**src/rtl/window_router_controller.sv**
```systemverilog
// Expands one output-pixel coordinate into the K x K input-window address stream,
// one kernel column per accepted beat, one kernel row per router lane.
module window_router_controller #(
    parameter int ROUTER_COUNT = 4,
    parameter int ADDR_WIDTH   = 8,
    parameter int STRIDE_WIDTH = 3
) (
    input  logic                                     i_clk,
    input  logic                                     i_rst,
    input  logic                                     i_reg_clear,
    input  logic                                     i_start,
    input  logic [ADDR_WIDTH-1:0]                    i_o_x,
    input  logic [ADDR_WIDTH-1:0]                    i_o_y,
    input  logic [ADDR_WIDTH-1:0]                    i_i_size,
    input  logic [$clog2(ROUTER_COUNT+1)-1:0]        i_k_size,
    input  logic [STRIDE_WIDTH-1:0]                  i_stride,
    input  logic                                     i_ready,
    output logic [0:ROUTER_COUNT-1][ADDR_WIDTH-1:0]  o_x,
    output logic [0:ROUTER_COUNT-1][ADDR_WIDTH-1:0]  o_y,
    output logic [ROUTER_COUNT-1:0]                  o_lane_valid,
    output logic                                     o_valid,
    output logic                                     o_busy,
    output logic                                     o_done,
    output logic                                     o_err
);

    localparam int KW = $clog2(ROUTER_COUNT + 1);
    localparam int CW = ADDR_WIDTH + STRIDE_WIDTH + 1;
    localparam logic [KW-1:0] K_MAX = KW'(ROUTER_COUNT);

    typedef enum logic [1:0] {
        ST_IDLE,
        ST_ROUTE,
        ST_DONE
    } state_t;

    state_t          state_reg;
    logic [KW-1:0]   col_reg;
    logic [KW-1:0]   k_reg;
    logic [CW-1:0]   bx_reg;
    logic [CW-1:0]   by_reg;
    logic [CW-1:0]   size_reg;

    logic            start_bad;
    logic            load;
    logic            last_col;
    logic [CW-1:0]   start_bx;
    logic [CW-1:0]   start_by;
    logic [CW-1:0]   src_bx;
    logic [CW-1:0]   src_by;
    logic [CW-1:0]   src_size;
    logic [KW-1:0]   src_col;
    logic [KW-1:0]   src_k;
    logic [CW-1:0]   col_x;

    logic [0:ROUTER_COUNT-1][ADDR_WIDTH-1:0] x_next;
    logic [0:ROUTER_COUNT-1][ADDR_WIDTH-1:0] y_next;
    logic [ROUTER_COUNT-1:0]                 lane_valid_next;

    assign start_bad = (i_k_size == '0) || (i_k_size > K_MAX) || (i_stride == '0);
    assign load      = (state_reg == ST_IDLE) && i_start && !start_bad;
    assign last_col  = (col_reg == k_reg - KW'(1));

    assign start_bx  = CW'(i_o_x) * CW'(i_stride);
    assign start_by  = CW'(i_o_y) * CW'(i_stride);

    // The lane addresses for the next beat come either from the start inputs
    // (first beat) or from the latched window base with the column advanced.
    assign src_bx    = load ? start_bx : bx_reg;
    assign src_by    = load ? start_by : by_reg;
    assign src_size  = load ? CW'(i_i_size) : size_reg;
    assign src_k     = load ? i_k_size : k_reg;
    assign src_col   = load ? '0 : col_reg + KW'(1);
    assign col_x     = src_bx + CW'(src_col);

    genvar gi;
    generate
        for (gi = 0; gi < ROUTER_COUNT; gi++) begin : g_lane
            localparam logic [KW-1:0] LANE_IDX = KW'(gi);
            logic [CW-1:0] lane_y;
            logic          active;

            assign lane_y              = src_by + CW'(gi);
            assign active              = LANE_IDX < src_k;
            assign x_next[gi]          = active ? col_x[ADDR_WIDTH-1:0] : '0;
            assign y_next[gi]          = active ? lane_y[ADDR_WIDTH-1:0] : '0;
            assign lane_valid_next[gi] = active && (col_x < src_size) && (lane_y < src_size);
        end
    endgenerate

    always_ff @(posedge i_clk or posedge i_rst) begin
        if (i_rst) begin
            state_reg    <= ST_IDLE;
            col_reg      <= '0;
            k_reg        <= '0;
            bx_reg       <= '0;
            by_reg       <= '0;
            size_reg     <= '0;
            o_x          <= '0;
            o_y          <= '0;
            o_lane_valid <= '0;
            o_valid      <= 1'b0;
            o_busy       <= 1'b0;
            o_done       <= 1'b0;
            o_err        <= 1'b0;
        end else begin
            o_done <= 1'b0;
            o_err  <= 1'b0;
            if (i_reg_clear) begin
                state_reg    <= ST_IDLE;
                col_reg      <= '0;
                o_x          <= '0;
                o_y          <= '0;
                o_lane_valid <= '0;
                o_valid      <= 1'b0;
                o_busy       <= 1'b0;
            end else begin
                case (state_reg)
                    ST_IDLE: begin
                        if (i_start) begin
                            if (start_bad) begin
                                o_err <= 1'b1;
                            end else begin
                                bx_reg       <= start_bx;
                                by_reg       <= start_by;
                                size_reg     <= CW'(i_i_size);
                                k_reg        <= i_k_size;
                                col_reg      <= '0;
                                o_x          <= x_next;
                                o_y          <= y_next;
                                o_lane_valid <= lane_valid_next;
                                o_valid      <= 1'b1;
                                o_busy       <= 1'b1;
                                state_reg    <= ST_ROUTE;
                            end
                        end
                    end
                    ST_ROUTE: begin
                        // o_valid is constantly high here, so acceptance is just i_ready.
                        if (i_ready) begin
                            if (last_col) begin
                                o_x          <= '0;
                                o_y          <= '0;
                                o_lane_valid <= '0;
                                o_valid      <= 1'b0;
                                o_done       <= 1'b1;
                                state_reg    <= ST_DONE;
                            end else begin
                                col_reg      <= src_col;
                                o_x          <= x_next;
                                o_y          <= y_next;
                                o_lane_valid <= lane_valid_next;
                            end
                        end
                    end
                    ST_DONE: begin
                        col_reg   <= '0;
                        o_busy    <= 1'b0;
                        state_reg <= ST_IDLE;
                    end
                    default: begin
                        state_reg <= ST_IDLE;
                    end
                endcase
            end
        end
    end

endmodule

```
**config.mk**
```make
export PLATFORM = sky130hd
export DESIGN_NAME = window_router_controller
export DESIGN_NICKNAME = d
export VERILOG_FILES = /design/src/rtl/window_router_controller.sv
export SDC_FILE = /design/constraint.sdc
export NUM_CORES = 1
export LEC_CHECK = 0
export ABC_AREA = 1
export BUFFER_PORTS_ARGS = -buffer_cell sky130_fd_sc_hd__buf_2
export CORE_AREA = 3 3 154 156
export DETAILED_ROUTE_END_ITERATION = 8
export DIE_AREA = 0 0 157 159
export PLACE_DENSITY = 0.59
export SYNTH_ARGS = -nofsm -noshare
export SYNTH_HDL_FRONTEND = slang
export SYNTH_SLANG_ARGS = --single-unit
```
**constraint.sdc**
```tcl
create_clock -name i_clk -period 5.75 [get_ports i_clk]
set_clock_uncertainty 0.1 [all_clocks]
set_input_delay 0.575 -clock i_clk [delete_from_list [all_inputs] [get_ports i_clk]]
set_output_delay 0.575 -clock i_clk [all_outputs]
set_load 0.005 [all_outputs]
```
==> impl_summary.txt, run 1 <==
----------------------------------------------------
[Place]
  Count of placed standard cells including taps ... ~1400
  GPL Wtd Cong ... approximately 0.89
  Placed wire-length estimate after detailed placement ... 16.2 mm
  Worst slack, placed ... around 660 ps
  Count of port buffers added during placement ... around 110

[Die]
  Io pins ... between 100 and 150
  Num rows ... 55
  Die Width ... 157 µm
  Std-Cell Core Area ... 22500 µm²
  Initial core utilization ... 0.349
  Vert. Die Dim ... 159 µm
  Area enclosed by the die boundary ... 25000 µm²

[Cells and area]
  Final antenna diode count ... 0
  Ratio of cells with drive above 1 in the final layout ... 0.142
  Nets ... about 1300
  Commonest cells after routing, fill and taps aside ... nand2_1, inv_1, dfrtp_1
  Layout-stage area growth over the synthesis result ... 14.1%
  Leading cell type in the layout, fill and taps excluded ... nand2_1
  Count of placed standard cells in the final layout, fillers left out ... around 1500
  Top Registers ... o_x x32, o_y x32

[Setup path]
  Cell count of the worst reg-to-reg path ... 28
  Crit path arrival time ... ~5000 ps
  Critical path fanouts, max ... 17
  Endpoint type of the worst setup path ... flop
  Critical path's largest stage delay ... roughly 430 ps
  Setup CP Type ... primary input to flop
  Library cell contributing the largest single delay on the critical path ... fa_1
  Worst path most repeated cell ... nand2_1
  Required time at the endpoint of the critical path ... about 6000 ps
  Worst setup SP type ... primary input

[STA]
  Final Cycle Share ... 0.830
  Unrepaired setup endpoints after global routing ... false
  Number of endpoints failing setup at the final stage ... 0
  Final worst slack ... about 980 ps
  Slew Limit Headroom ... 0.167
  Slew @ Worst Pin ... about 1200 ps
  Max Clock Freq ... 0.209 GHz
  Max-slew violation count ... 0
  Number of hold-slack violations in the final timing report ... 0
  Sum Neg Setup Slack ... 0 ps
  Min Clock Period, post-route ... 4770 ps

[Clock network]
  TritonCTS Sinks ... 110
  CTS tree ... built
  H-tree levels ... 3
  Clock-pin slew reported for the worst setup and hold paths after clock tree synthesis ... around 80 ps
  Resized cells post-CTS ... 0
  Cell at the root of the clock tree ... clkbuf_16
  Deepest clock path buffer count ... 2
  Post-CTS Setup Bufs ... 0
  Clock insertion delay at the later pin of the skew report ... 360 ps
  Post-CTS Hold Fix Bufs ... 0
  Num CTS Buffers ... 9

[Drt]
  Number of nets still failing antenna checks after routing ... 0
  Vias per std cell ... around 4.8
  Number of design-rule violations left by the first detailed-router iteration ... between 500 and 600
  Residual DRC ... 0
  WL/cell ... ~14 µm
  Aggregate routed wire length ... ~21 mm
  TritonRoute pass-1 iters ... 5
  Total number of vias ... 6976

[GRT]
  Number of global-route vias before repair ... about 6700
  Number of antenna violations at the first check in global routing ... 0
  Total overflow reported by the global router ... 0
  Pin count of the biggest net entering global routing ... between 70 and 80
  Total routing resource utilization after global routing ... 0.172
  First-pass GRT wire length ... ~35 mm

[Logic synthesis]
  Number of warnings printed during yosys synthesis ... 0
  Proportion of synthesized chip area in sequential cells ... 0.350
  Net count after synthesis ... between 1000 and 1500
  Gate Count Post-Synth ... 1075
  Seq cells post-synth ... 110
  Area of the mapped netlist ... between 7000 and 8000 µm²
  Avg Synthesized Cell Area ... about 7.3 µm²
  Fraction of synthesized cell area taken by the top area cell type ... 0.350
  Number of distinct library cell variants in the gate-level netlist after synthesis ... 40
  Synth top area cells ... dfrtp_1, nand2_1, ha_1
  Cell taking the most area after synthesis ... dfrtp_1

[Power]
  Power share of the sequential group ... 0.279
  Cell-internal power ... between 2 and 2.5 mW
  Clock network power share ... 0.141
  Fraction of power spent switching nets ... 0.486
  Power per Cell Area ... between 400 and 500 nW/µm²
  Largest voltage drop on the vdd net ... around 0.00019 V
  Combinational cell fraction of total power ... 0.580
  Static leakage ... between 5 and 6 nW
  Total design power ... 4.45 mW
  Net load switching power ... approximately 2.2 mW

[Min path]
  Type of the most critical hold path ... primary input to asynchronous set/reset pin

[Status]
  Run status ... finished clean

[Flow run]
  Max-cap viol count ... 0

----------------------------------------------------
## stage by stage
step | utilization | instance area [µm²] | hold slack [ps]
finish | 0.399 | 8970 | 244
global route | 0.399 | 8970 | 325
CTS | 0.399 | 8970 | 298
detailed placement | 0.386 | 8680 | 360
global placement | 0.386 | 8680 | 355
floorplan | - | 7860 | 342
## synthesized netlist by cell type
cell type / number
xor2_1: 16
ha_1: 68
clkbuf_1: 20
nand4_4: 1
nand3b_1: 6
a21oi_1: 31
nor4_1: 1
fa_1: 15
inv_1: 153
a22o_1: 3
o22ai_1: 2
o21ai_2: 4
nand2_1: 354
nor3_1: 8
inv_2: 6
buf_1: 1
a211oi_1: 2
o21ai_0: 100
o31ai_1: 1
or2_1: 1
nand3_2: 3
and2_0: 1
o211ai_1: 1
nor2_2: 6
o21ai_4: 1
a21o_1: 2
buf_6: 2
nand2_2: 6
buf_2: 8
a21boi_0: 1
a32o_1: 3
nand3_1: 45
o21ai_1: 13
dfrtp_1: 110
a31oi_1: 4
nand4_1: 15
xnor2_1: 5
or2_2: 6
nor2_1: 48
nor2_4: 2
## final timing paths
kind,slack (ps),endpoint,start
setup reg to reg,1120,o_lane_valid[0],state_reg[0]
hold reg to reg,380,o_y[25],o_y[25]
setup / recovery,980,o_lane_valid[1],i_stride[0]
hold / removal,240,o_x[21],i_rst
min in group i_clk,360,size_reg[0],i_i_size[0]
max in group asynchronous,4150,o_y[11],i_rst
## power by group through the flow
stage / Combinational (mW) / Clock (mW) / Sequential, mW
after global placement: 2.53 / 0 / 1.25
after detailed placement: 2.58 / 0 / 1.25
final: 2.58 / 0.629 / 1.24
after CTS: 2.59 / 0.643 / 1.24
after global routing: 2.98 / 0.672 / 1.28
after floorplan: 1.74 / 0 / 1.24
## critical path, delay by kind of cell
| kind | cells | cell delay [ps] |
|---|---|---|
| buf+inv | 4 | 480 |
| compound gates | 1 | 310 |
| fa+ha+maj | 4 | 1430 |
| simple gates | 21 | 2180 |
## per-layer routing
layer,global-route usage,share of wire,vias up,wire (µm)
li1,-,-,3598,-
met5,0,0,-,0
met4,0.0410,0.016,0,340
met3,0.0277,0.047,21,984
met1,0.260,0.51,3196,10800
met2,0.255,0.42,161,8950
## logic make-up after synthesis
kind of cell | count (synthesis) | synth area share
DFF | 110 | 0.350
buffers and inverters | 190 | 0.0939
AOI/OAI and AO/OA | 168 | 0.117
xor gates and xnor gates | 21 | 0.0234
adders and majority gates | 83 | 0.146
and+or+nand+nor | 503 | 0.269
## cell type report
class | count | area (µm²)
Inverter | 159 | 599
Clock buffer | 10 | 239
Sequential cell | 110 | 2750
Timing Repair Buffer | 115 | 598
Tap cell | 285 | 357
Clock inverter | 6 | 55.1
Fill cell | 2382 | 13500
Multi-Input combinational cell | 775 | 4370
No activity file was read; power rests on OpenSTA's default activity.
==> inputs of run 2 (changes only) <==
==> constraint.sdc (replaced) <==
create_clock -name i_clk -period 4.66 [get_ports i_clk]
set_clock_uncertainty 0.1 [all_clocks]
set_input_delay 0.466 -clock i_clk [delete_from_list [all_inputs] [get_ports i_clk]]
set_output_delay 0.466 -clock i_clk [all_outputs]
set_load 0.005 [all_outputs]
==> impl_summary.txt, run 2 (synthesized netlist as in run 1, its figures left out) <==
----------------------------------------------------
[Setup path]
  Library cell contributing the largest single delay on the critical path ... dfrtp_1 (was fa_1)
  Setup CP Type ... flop to flop (was primary input to flop)
  Critical path's largest stage delay ... 420 ps (was 430 ps)
  Buffers and inverters on the worst path ... 6 (was 4)
  Largest delay contributor family on the critical path ... simple AND/OR/NAND/NOR gates (unchanged)
  Required time at the endpoint of the critical path ... 4860 ps (was 5960 ps)
  Worst setup SP type ... flop (was primary input)
  Endpoint type of the worst setup path ... flop (unchanged)
  Worst R2R Setup Slack ... 400 ps (was 1120 ps)
  Critical path fanouts, max ... 5 (was 17)
  Crit path arrival time ... 4460 ps (was 4980 ps)

[Drt]
  Number of design-rule violations left by the first detailed-router iteration ... 504 (was 535)
  Aggregate routed wire length ... 20.8 mm (was 21.1 mm)
  Vias per std cell ... 4.78 (about the same)
  TritonRoute pass-1 iters ... 6 (was 5)
  Number of nets still failing antenna checks after routing ... 0 (unchanged)
  WL/cell ... 14.1 µm (was 14.5 µm)
  Total number of vias ... 7071 (was 6976)
  Residual DRC ... 0 (unchanged)

[Flow run]
  Max-cap viol count ... 0 (unchanged)

[STA]
  Max Clock Freq ... between 0.2 and 0.25 GHz
  Slew @ Worst Pin ... 1190 ps (was 1240 ps)
  Number of hold-slack violations in the final timing report ... 0 (unchanged)
  Slew Limit Headroom ... 0.203 (was 0.167)
  Max-slew violation count ... 0 (unchanged)
  Number of endpoints failing setup at the final stage ... 0 (unchanged)
  Final Cycle Share ... 0.915
  Unrepaired setup endpoints after global routing ... false (unchanged)
  Sum Neg Setup Slack ... 0 ps (unchanged)
  Final hold slack ... 220 ps (was 244 ps)
  Min Clock Period, post-route ... ~4300 ps

[Place]
  GPL Wtd Cong ... 0.940 (was 0.890)
  Count of port buffers added during placement ... 106 (unchanged)
  Count of placed standard cells including taps ... 1461 (was 1444)
  Placed wire-length estimate after detailed placement ... 16.3 mm (was 16.2 mm)

[Cells and area]
  Layout-stage area growth over the synthesis result ... 16.3% (was 14.1%)
  Final antenna diode count ... 0 (unchanged)
  Leading cell type in the layout, fill and taps excluded ... nand2_1 (unchanged)
  Ratio of cells with drive above 1 in the final layout ... 0.157 (was 0.142)
  Commonest cells after routing, fill and taps aside ... nand2_1, inv_1, dfrtp_1 (unchanged)
  Footprint of the multi-input gates ... 4380 µm² (was 4370 µm²)
  Finished Core Util ... 0.406 (was 0.399)
  Count of filler cells inserted in the layout ... 2330 (was 2382)
  Top Registers ... o_x x32, o_y x32 (unchanged)
  Nets ... 1307 (was 1288)
  Register Area ... 2750 µm² (unchanged)
  Count of placed standard cells in the final layout, fillers left out ... 1479 (was 1460)

[Die]
  Num rows ... 55 (unchanged)
  Vert. Die Dim ... 159 µm (unchanged)
  Area enclosed by the die boundary ... 25000 µm² (unchanged)
  Io pins ... 107 (unchanged)
  Std-Cell Core Area ... 22500 µm² (unchanged)
  Die Width ... 157 µm (unchanged)
  Initial core utilization ... 0.349 (unchanged)

[Clock network]
  Num CTS Buffers ... 9 (unchanged)
  Clock-pin slew reported for the worst setup and hold paths after clock tree synthesis ... 80 ps (about the same)
  Deepest clock path buffer count ... 2 (unchanged)
  Post-CTS Hold Fix Bufs ... 0 (unchanged)
  Clock insertion delay at the later pin of the skew report ... 360 ps (about the same)
  H-tree levels ... 3 (unchanged)
  Cell at the root of the clock tree ... clkbuf_16 (unchanged)
  TritonCTS Sinks ... 110 (unchanged)
  CTS tree ... built (unchanged)

[Power]
  Power per Cell Area ... 613 nW/µm² (was 496 nW/µm²)
  Net load switching power ... 2.66 mW (was 2.16 mW)
  Clock network power share ... 0.143 (was 0.141)
  Cell-internal power ... 2.95 mW (was 2.29 mW)
  Fraction of power spent switching nets ... 0.474 (was 0.486)
  Static leakage ... 5.16 nW (was 5.05 nW)
  Power share of the sequential group ... 0.273 (was 0.279)
  Total design power ... 5.61 mW (was 4.45 mW)
  Largest voltage drop on the vdd net ... 0.000296 V (was 0.000191 V)
  Combinational cell fraction of total power ... 0.584 (was 0.580)

[Status]
  Run status ... finished clean (unchanged)

[GRT]
  Met3 global-route usage ... 0.0283 (was 0.0277)
  First-pass GRT wire length ... 34.0 mm (was 35.0 mm)
  Total overflow reported by the global router ... 0 (unchanged)
  GR Util met2 ... 0.253 (was 0.255)
  Met1 Resource Use GR ... 0.255 (was 0.260)
  Total routing resource utilization after global routing ... 0.168 (was 0.172)
  Number of antenna violations at the first check in global routing ... 0 (unchanged)
  Busiest grt layer ... met1 (unchanged)
  Number of global-route vias before repair ... 6588 (was 6709)
  Pin count of the biggest net entering global routing ... 76 (was 71)

[Min path]
  Type of the most critical hold path ... primary input to asynchronous set/reset pin (unchanged)

----------------------------------------------------
## run 2: cell count changes in the layout (fill, tap and decap cells not counted), sizes merged
cell / change
buf: +19
inv: +1
clkbuf: -1
bufinv: +1
clkinv: -1
## run 2: power by group through the flow
stage / Sequential [mW] / Clock [mW] / Combinational, mW
floorplan: 1.53 / 0 / 2.15
global placement: 1.54 / 0 / 3.21
CTS: 1.53 / 0.827 / 3.28
detailed placement: 1.55 / 0 / 3.26
finish: 1.53 / 0.802 / 3.28
global route: 1.58 / 0.871 / 3.74
## run 2: per-layer routing
layer / up-vias / wire length (µm)
met1: 3204 / 10500
met3: 17 / 1290
li1: 3650 / -
met4: 0 / 204
met5: - / 0
met2: 200 / 8850
## run 2: metrics by stage
stage	instance area, µm²	setup slack (ps)
after CTS	9110	101
after global routing	9140	25.4
final	9140	398
after detailed placement	8810	75.9
after floorplan	7860	247
after global placement	8810	136
## run 2: cell type report
class	instances	share of cell area
clock inverters	7	0.00862
repair buffers	134	0.0818
clock buffers	9	0.0246
multi-input cells	775	0.479
flip-flops and latches	110	0.301
inverters	159	0.0655
well taps	285	0.0390
## run 2: worst paths after layout
path / start / to / depth (start not counted)
worst min register to register: size_reg[0] / size_reg[0] / 2
min in group i_clk: i_i_size[0] / size_reg[0] / 3
worst min-delay path: i_rst / o_x[18] / 2
worst max-delay path: state_reg[0] / o_lane_valid[2] / 26
max in group asynchronous: i_rst / o_y[25] / 3
worst max register to register: state_reg[0] / o_lane_valid[2] / 26
## run 2: timing repair
item / in CTS / in global routing
endpoints found under the setup margin: 0 / 4
gates resized for setup: 0 / 6
buffers inserted: 0 / 2
## run 2: worst reg2reg max path: stages, from the launching register on
cell,delay [ps]
dfrtp_1,420
inv_1,130
ha_2,240
nand2_2,100
inv_2,130
nand4_4,150
o21ai_2,170
ha_1,200
inv_1,60
fa_1,370
or2_2,310
nand2_1,90
nand3_1,140
nor2_2,160
inv_1,60
nand2_1,130
inv_1,60
ha_1,280
nand2_1,90
o211ai_1,100
a21oi_1,120
nand2_1,60
inv_1,60
nand3_1,110
nor2_4,150
nand4_1,130
nand2_1,80
